`src/rtl/rtc_bus_pkg.sv`:
```
// Shared types for the RTC multiplexed-bus controller: states, op encoding, output bundle.
// Latency: n/a (package only).
// Backpressure: n/a; the helpers here are pure functions.
package rtc_bus_pkg;

  localparam int unsigned FASE_DEF = 4;

  typedef enum logic [2:0] {
    IDLE, A_SET, A_STB, A_HLD, D_SET, D_STB, D_HLD, FIN
  } estado_t;

  typedef enum logic {
    ESCRIBE = 1'b0,
    LEE     = 1'b1
  } op_t;

  // Every output of the controller, kept together so one register holds them all
  typedef struct packed {
    logic       cs_n;
    logic       ad_n;
    logic       wr_n;
    logic       rd_n;
    logic       ad_oe;
    logic [7:0] ad_out;
    logic       listo;
    logic       listo_escribe;
    logic       listo_lee;
  } bus_t;

  localparam bus_t BUS_REPOSO = '{
    cs_n: 1'b1, ad_n: 1'b1, wr_n: 1'b1, rd_n: 1'b1, ad_oe: 1'b0,
    ad_out: 8'h00, listo: 1'b1, listo_escribe: 1'b0, listo_lee: 1'b0
  };

  // Fixed walk through the bus phases
  function automatic estado_t siguiente(input estado_t e);
    case (e)
      IDLE:    return A_SET;
      A_SET:   return A_STB;
      A_STB:   return A_HLD;
      A_HLD:   return D_SET;
      D_SET:   return D_STB;
      D_STB:   return D_HLD;
      D_HLD:   return FIN;
      default: return IDLE;
    endcase
  endfunction

  // Output values that belong to a state; evaluated for the state being entered
  function automatic bus_t salida(input estado_t e, input op_t op,
                                  input logic [7:0] dir, input logic [7:0] dat);
    bus_t b;
    b       = BUS_REPOSO;
    b.listo = (e == IDLE);
    case (e)
      A_SET, A_STB, A_HLD: begin
        b.cs_n   = 1'b0;
        b.ad_n   = 1'b0;
        b.ad_oe  = 1'b1;
        b.ad_out = dir;
        b.wr_n   = (e != A_STB);
      end
      D_SET, D_STB, D_HLD: begin
        b.cs_n = 1'b0;
        b.ad_n = 1'b1;
        if (op == ESCRIBE) begin
          b.ad_oe  = 1'b1;
          b.ad_out = dat;
          b.wr_n   = (e != D_STB);
        end else begin
          // Bus released on D_SET entry so the RTC can drive it while rd_n is low
          b.rd_n = (e != D_STB);
        end
      end
      FIN: begin
        b.listo_escribe = (op == ESCRIBE);
        b.listo_lee     = (op == LEE);
      end
      default: ;
    endcase
    return b;
  endfunction

endpackage

```
`src/rtl/rtc_bus_ctrl_fase_cnt.sv`:
```
// Phase timer: counts cycles spent in the current timed state, flags the last one.
// Latency: fin_fase is combinational from the count, high on the FASE-th cycle.
// Backpressure: none; clr restarts the count on every state change.
module rtc_fase_cnt #(
  parameter int unsigned FASE = 4
) (
  input  logic clk,
  input  logic reset_n,
  input  logic clr,
  input  logic en,
  output logic fin_fase
);

  logic [7:0] cnt;

  // Cycles elapsed in the current state, zero on entry
  always_ff @(posedge clk or negedge reset_n) begin
    if (!reset_n) begin
      cnt <= 8'd0;
    end else if (clr) begin
      cnt <= 8'd0;
    end else if (en) begin
      cnt <= cnt + 8'd1;
    end
  end

  assign fin_fase = en && (cnt == 8'(FASE - 1));

endmodule

```
`src/rtl/rtc_bus_ctrl.sv`:
```
// RTC multiplexed address/data bus controller: one write or read cycle per command.
// Latency: done pulse 6*FASE+1 cycles after the command is accepted.
// Backpressure: commands accepted only while listo=1; anything else is dropped.
module rtc_bus_ctrl
  import rtc_bus_pkg::*;
#(
  parameter int unsigned FASE = FASE_DEF
) (
  input  logic       clk,
  input  logic       reset_n,
  input  logic       cmd_escribir,
  input  logic       cmd_leer,
  input  logic [7:0] direccion,
  input  logic [7:0] dato_escribir,
  input  logic [7:0] ad_in,
  output logic       cs_n,
  output logic       ad_n,
  output logic       wr_n,
  output logic       rd_n,
  output logic [7:0] ad_out,
  output logic       ad_oe,
  output logic [7:0] dato_leido,
  output logic       listo,
  output logic       listo_escribe,
  output logic       listo_lee
);

  estado_t    estado;
  op_t        op_q;
  op_t        op_nuevo;
  logic [7:0] dir_q;
  logic [7:0] dat_q;
  logic [7:0] leido_q;
  bus_t       bus_q;
  logic       en_fase;
  logic       avanza;
  logic       fin_fase;

  // Which states are timed, and when the FSM leaves its current state
  always_comb begin
    en_fase  = (estado != IDLE) && (estado != FIN);
    op_nuevo = cmd_escribir ? ESCRIBE : LEE;
    avanza   = 1'b0;
    case (estado)
      IDLE:    avanza = cmd_escribir || cmd_leer;
      FIN:     avanza = 1'b1;
      default: avanza = fin_fase;
    endcase
  end

  rtc_fase_cnt #(.FASE(FASE)) u_fase_cnt (
    .clk      (clk),
    .reset_n  (reset_n),
    .clr      (avanza),
    .en       (en_fase),
    .fin_fase (fin_fase)
  );

  // Bus-cycle FSM; outputs are loaded with the values of the state being entered
  always_ff @(posedge clk or negedge reset_n) begin
    if (!reset_n) begin
      estado  <= IDLE;
      op_q    <= ESCRIBE;
      dir_q   <= 8'h00;
      dat_q   <= 8'h00;
      leido_q <= 8'h00;
      bus_q   <= BUS_REPOSO;
    end else begin
      case (estado)
        IDLE: begin
          if (avanza) begin
            op_q   <= op_nuevo;
            dir_q  <= direccion;
            dat_q  <= dato_escribir;
            estado <= A_SET;
            bus_q  <= salida(A_SET, op_nuevo, direccion, dato_escribir);
          end
        end
        FIN: begin
          estado <= IDLE;
          bus_q  <= salida(IDLE, op_q, dir_q, dat_q);
        end
        default: begin
          if (avanza) begin
            estado <= siguiente(estado);
            bus_q  <= salida(siguiente(estado), op_q, dir_q, dat_q);
          end
        end
      endcase
      // Sample the RTC's byte at the very end of the read strobe
      if (estado == D_STB && fin_fase && op_q == LEE) begin
        leido_q <= ad_in;
      end
    end
  end

  assign cs_n          = bus_q.cs_n;
  assign ad_n          = bus_q.ad_n;
  assign wr_n          = bus_q.wr_n;
  assign rd_n          = bus_q.rd_n;
  assign ad_out        = bus_q.ad_out;
  assign ad_oe         = bus_q.ad_oe;
  assign listo         = bus_q.listo;
  assign listo_escribe = bus_q.listo_escribe;
  assign listo_lee     = bus_q.listo_lee;
  assign dato_leido    = leido_q;

endmodule

```
`config.mk`:
```
export PLATFORM = sky130hd
export DESIGN_NAME = rtc_bus_ctrl
export DESIGN_NICKNAME = d
export VERILOG_FILES = /design/src/rtl/rtc_bus_pkg.sv /design/src/rtl/rtc_bus_ctrl_fase_cnt.sv /design/src/rtl/rtc_bus_ctrl.sv
export SDC_FILE = /design/constraint.sdc
export NUM_CORES = 1
export LEC_CHECK = 0
export CORE_ASPECT_RATIO = 1.5
export CORE_UTILIZATION = 46
export DETAILED_ROUTE_END_ITERATION = 10
export PLACE_DENSITY_LB_ADDON = 0.25
export SLEW_MARGIN = 15
export SYNTH_ARGS = -nofsm -noshare
export SYNTH_HDL_FRONTEND = slang
export SYNTH_SLANG_ARGS = --single-unit
```
`constraint.sdc`:
```
create_clock -name clk -period 1.79 [get_ports clk]
set_input_delay 0.4475 -clock clk [delete_from_list [all_inputs] [get_ports clk]]
set_output_delay 0.4475 -clock clk [all_outputs]
set_load 0.01 [all_outputs]
```
After elaboration in Yosys (flattened, before gate mapping)

Index checks and enable logic that the tools add are counted.

Flip-flop bits (word level): 52
Input bits: 28

Add/subtract/negate cells: 1
Equality and inequality tests: 19
Mux-type cells: 19
Bitwise logic cells: 1
Reduce and logical (&&, ||, !) cells: 15

Operators by type and width:

| kind                | count |
|---|---|
| $mux 16             | 2 |
| $pmux 16 s2         | 1 |
| $eq 3x3->1 const B  | 8 |
| $pmux 3 s6          | 1 |
| $pmux 9 s2          | 1 |
| $mux 8              | 2 |
| $eq 3x2->1 const B  | 4 |
| $pmux 3 s2          | 2 |
| $mux 3              | 3 |
| $mux 9              | 1 |
| $add 8x1->8 const B | 1 |
| $eq 8x2->1 const B  | 1 |
| $eq 3x1->1 const B  | 2 |
| $logic_not 3->1     | 2 |
| $ne 3x3->1 const B  | 2 |
| $reduce_or 3->1     | 2 |
| $logic_and 1x1->1   | 4 |
| $mux 1              | 4 |
| $reduce_and 2->1    | 2 |
| $reduce_bool 2->1   | 2 |
| $ne 3x2->1 const B  | 1 |
| $reduce_bool 3->1   | 1 |
| $mux 2              | 1 |
| $ne 2x2->1 const B  | 1 |
| other kinds (4)     | 4 |

Longest topological paths before layout

Depth after elaboration: 11
Gate-level depth with buffers: 8
Gate-level depth less buffers: 6

Cells and area by module

From an unflattened synthesis, not the netlist that was laid out.

Cell total of the unflattened synthesis: 228
Area total of the unflattened synthesis: 2575.0 sq um

By module, submodules not included:

| module       | instances | cells each | area an instance (sq um) | seq. area each (sq um) |
|---|---|---|---|---|
| rtc_bus_ctrl | 1         | 186        | 2159.6                   | 1107.3 |
| rtc_fase_cnt | 1         | 42         | 415.4                    | 200.2 |

Least setup slack after synthesis

OpenSTA, ideal clock, no wires.

Path type: flip-flop to flip-flop
From: register estado[0]
To: register dir_q[1]
Library setup time: 0.125 ns
Arrival: 1.840 ns
Data required time: 1.665 ns
Path slack: -0.175 ns
Stages on the path, launching flop included: 8
Buffers on the path: 2
Period minus slack after synthesis: 1.965 ns
Cell sequence: dfrtp_1 > inv_1 > ha_1 > buf_2 > nand2b_1 > nor2_1 > buf_2 > mux2_2

Longest elaborated chain between the ends: 5

RTL lines:

| element                                         | line                        | source |
|---|---|---|
| start: declaration                              | rtc_bus_ctrl.sv:28          | `estado_t estado;` |
| start signal: assignment                        | rtc_bus_ctrl.sv:85          | `estado <= siguiente(estado);` |
| $ne 3x3->1 or $reduce_bool 3->1 (tied branches) | rtc_bus_ctrl.sv:41          | `en_fase = (estado != IDLE) && (estado != FIN);` |
| $logic_and 1x1->1                               | rtc_bus_ctrl.sv:41          |  |
| $logic_and 1x1->1                               | rtc_bus_ctrl_fase_cnt.sv:27 | `assign fin_fase = en && (cnt == 8'(FASE - 1));` |
| $pmux 1 s2                                      | rtc_bus_ctrl.sv:44          | `case (estado)` |
| $reduce_and 2->1 (no line) *                    | -                           |  |
| end signal: assignment                          | rtc_bus_ctrl.sv:73          | `dir_q <= direccion;` |
| end: declaration                                | rtc_bus_ctrl.sv:31          | `logic [7:0] dir_q;` |

Every way passes the cells marked *; elsewhere a longest branch is shown, timed or not.
A chain may end at the register's enable or synchronous reset.

Worst setup path after layout

From: register estado[1]
To: register bus_q (netlist bit rd_n)

Longest elaborated chain between the ends: 9

RTL lines:

| element                                   | line                                 | source |
|---|---|---|
| $eq 3x3->1, or another cell as far along  | rtc_bus_pkg.sv:37                    | `case (e)` |
| $pmux 3 s6                                | rtc_bus_pkg.sv:37                    |  |
| $mux 3                                    | -                                    |  |
| $mux 3                                    | rtc_bus_ctrl.sv:69                   | `case (estado)` |
| $eq 3x3->1 or $ne 3x3->1 (tied branches)  | rtc_bus_pkg.sv:55, rtc_bus_pkg.sv:72 |  |
| $reduce_or 3->1 or $mux 1 (tied branches) | rtc_bus_pkg.sv:55, rtc_bus_pkg.sv:66 |  |
| $mux 1                                    | rtc_bus_pkg.sv:55                    | `case (e)` |
| $mux 16                                   | rtc_bus_ctrl.sv:84                   | `if (avanza) begin` |
| $pmux 16 s2                               | rtc_bus_ctrl.sv:69                   |  |
| end signal: assignment                    | rtc_bus_ctrl.sv:76                   | `bus_q <= salida(A_SET, op_nuevo, direccion, dato_escribir);` |
| end signal: assignment                    | rtc_bus_ctrl.sv:81                   | `bus_q <= salida(IDLE, op_q, dir_q, dat_q);` |
| end signal: assignment                    | rtc_bus_ctrl.sv:86                   | `bus_q <= salida(siguiente(estado), op_q, dir_q, dat_q);` |
| end: declaration                          | rtc_bus_ctrl.sv:34                   | `bus_t bus_q;` |

Several ways; a longest one is shown, not always the timed one. The select of a mux whose other input is x is not followed.

==> metrics <==
status=finished, violations left; failing checks=setup timing; core area=5450 sq um; chip width=63.4 um; RSZ-0062 raised after global routing=yes; final hold vios=0; Clock Skew=0.00778 ns; Post-Synthesis Cells=approximately 240; post-synth net total=about 270; Final Cell Area=~4100 sq um; routability cong.=around 0.77; area of the mapped netlist=about 2600 sq um; io pins=52; Synth area leader=dfrtp_1; clock-pin transition on the worst setup and hold timing paths=approximately 0.1 ns; IO Port Bufs=approximately 50; initial antenna violation count=0; largest net degree at the start of global routing=between 50 and 60; via count=around 2,300; CTS Root Buffer Type=clkbuf_8; met2 GRT Util=0.400; GRT overflow=0; CP Max Fanout=4; worst reg2reg setup slack=-0.22 ns; GRT Max-Usage Layer=met2; min cycle time layout=slightly above 2 ns; final-report max-slew violation count=0; CTS sink cnt=between 50 and 60; pwr dens=1590 nW/um^2; Leak=roughly 1.8 nW; # hold bufs at CTS=0; via-per-instance ratio=approximately 5.5; Final WS setup=-0.223 ns; M3 GR Usage=0.0352; nets=around 370; VDD IR max=between 0.9 and 1 mV; Setup crit start kind=flop; Synthesis Warnings=0; Pwr Total=about 6.5 mW; H-tree levels=2; Tightest Hold Check Type=input pin to async pin; layout overhead on the synthesized area=56.4%; # rows=33; Max Cap Viol=0; Final period util=1.12; post-synth top area share=0.452; n_diodes=0; setup violators final=34; TritonCTS Buffers=5; Starting Density=0.477; initial drt markers=95; share of layout cells above drive strength 1=0.436; DR DRC count=0; arrival time worst endpoint=2.26 ns; critical path required time=around 2 ns; die height=about 94 um; Placement Cell Area=3500 sq um; Seq cells post-synth=52; Skew-Pair Late Insertion Delay=~0.31 ns; GRT Overall Usage=0.218; largest cells by area after synthesis=dfrtp_1, mux2_2, mux2_4; CTS max path bufs=2; Die Area=approximately 6000 sq um; global-route wire length before repair=around 10000 um; final wirelength=roughly 7200 um; met1 Resource Use GR=0.248; Crit Path Category=flop to flop; TritonCTS clock tree=built; FMAX=about 500 MHz; Slew headroom=0.723; Routed Antenna Nets=0; worst-margin pin slew=slightly above 0.4 ns; sequential share of the synthesized area=0.503; number of global-route vias before repair=2,133; Distinct cells, synth=40; Mapped Avg Cell Area=between 10 and 15 sq um; Worst setup EP type=flop; Detailed Place HPWL=~4200 um; wire per inst=17.5 um; Pre-antenna DRT Iters=5
final timing paths:
check | from | endpoint | cells past startpoint
worst max-delay path | estado[1] | rd_n | 8
worst min-delay path | reset_n | dat_q[5] | 2
worst max register to register | estado[1] | rd_n | 8
worst min register to register | listo | listo | 2
max in group asynchronous | reset_n | wr_n | 2
min in group clk | listo | listo | 2
cell usage after synthesis:
master,instances
clkbuf_1,5
buf_6,2
inv_1,12
and3b_1,8
a21o_1,1
a31oi_1,8
xnor2_1,4
o22ai_1,1
o32a_1,1
nand2_1,14
nand2_2,1
dfstp_2,5
o31ai_1,13
o21a_1,1
xor2_1,3
or3_1,2
or4_1,1
o21ai_0,18
nand3_1,2
buf_1,1
ha_1,5
a21oi_1,9
mux2i_1,1
a21boi_0,1
a211oi_1,2
a2111oi_0,1
buf_2,5
nor3_1,7
nor2_1,14
nor2b_1,2
nand4_1,4
mux2_1,2
a22o_1,1
nor4b_4,1
nor3b_1,1
mux2_4,9
dfrtp_1,47
or2_2,2
mux2_2,17
nand2b_1,2
placed cells by master, fill, tap and decap left out, types with 6 or more instances in the layout:
cell and n:
and3b_1 8, nor2_2 7, buf_6 8, mux2_4 14, dfrtp_1 46, a31oi_1 6
o21ai_0 14, o31ai_1 6, inv_1 10, mux2_2 13, nand2_1 14, clkdlybuf4s50_1 45
buf_4 44
power by group:
| group | internal (mW) | total (mW) | switching [mW] |
|---|---|---|---|
| clock | 0.273 | 0.669 | 0.395 |
| sequential | 1.58 | 1.80 | 0.216 |
| combinational | 2.12 | 4.02 | 1.90 |
| total | 3.97 | 6.48 | 2.51 |
repair_timing:
action                     in CTS  in global routing
gates resized for setup        27                 56
pin swaps                       6                 18
cloned                          1                  2
buffers inserted                6                 12
setup endpoints to repair      40                 41
final cells by class:
class	instances	area, sq um
sequential	52	1310
multi-input combinational	161	1510
tap	70	87.6
clock inverter	3	18.8
inverter	12	45.0
clock buffer	5	68.8
timing repair buffer	109	1020
fill	368	1390
per-stage QoR:
stage	setup TNS [ns]	hold slack, ns	worst slack [ns]	std cells	utilization
3_5_place_dp	-5.66	0.459	-0.314	385	0.641
6_report	-3.90	0.109	-0.223	412	0.746
2_1_floorplan	-0.751	0.152	-0.0598	236	-
3_3_place_gp	-4.29	0.457	-0.258	385	0.641
4_1_cts	-2.08	0.123	-0.150	400	0.683
5_1_grt	-5.44	0.123	-0.278	412	0.746
per-layer routing:
metal,vias up,part of all wire
met3,21,0.028
met4,0,0.037
met5,-,0
li1,1051,-
met2,57,0.54
met1,1123,0.40
registers in the layout, indices dropped and copies added (netlist names), 3 cells and up:
| name | count |
|---|---|
| dir_q | 8 |
| estado | 3 |
| dato_leido | 8 |
| ad_out | 8 |
| u_fase_cnt.cnt | 8 |
| dat_q | 8 |
critical path: stages, from the launching register on:
cell     delay, ns
dfrtp_1       0.41
inv_2         0.10
ha_4          0.19
buf_6         0.13
nor3b_4       0.25
a21oi_4       0.06
buf_4         0.14
or4_4         0.41
mux2_4        0.27
cell families after synthesis:
logic type / count (synthesis) / share of synthesized area
adders and majority gates: 5 / 0.0241
DFF: 52 / 0.503
AOI/OAI and AO/OA: 57 / 0.136
muxes: 29 / 0.138
xor gates and xnor gates: 7 / 0.0236
and+or+nand+nor: 61 / 0.131
buffers and inverters: 25 / 0.0443
(Power assumes the default switching activity.)
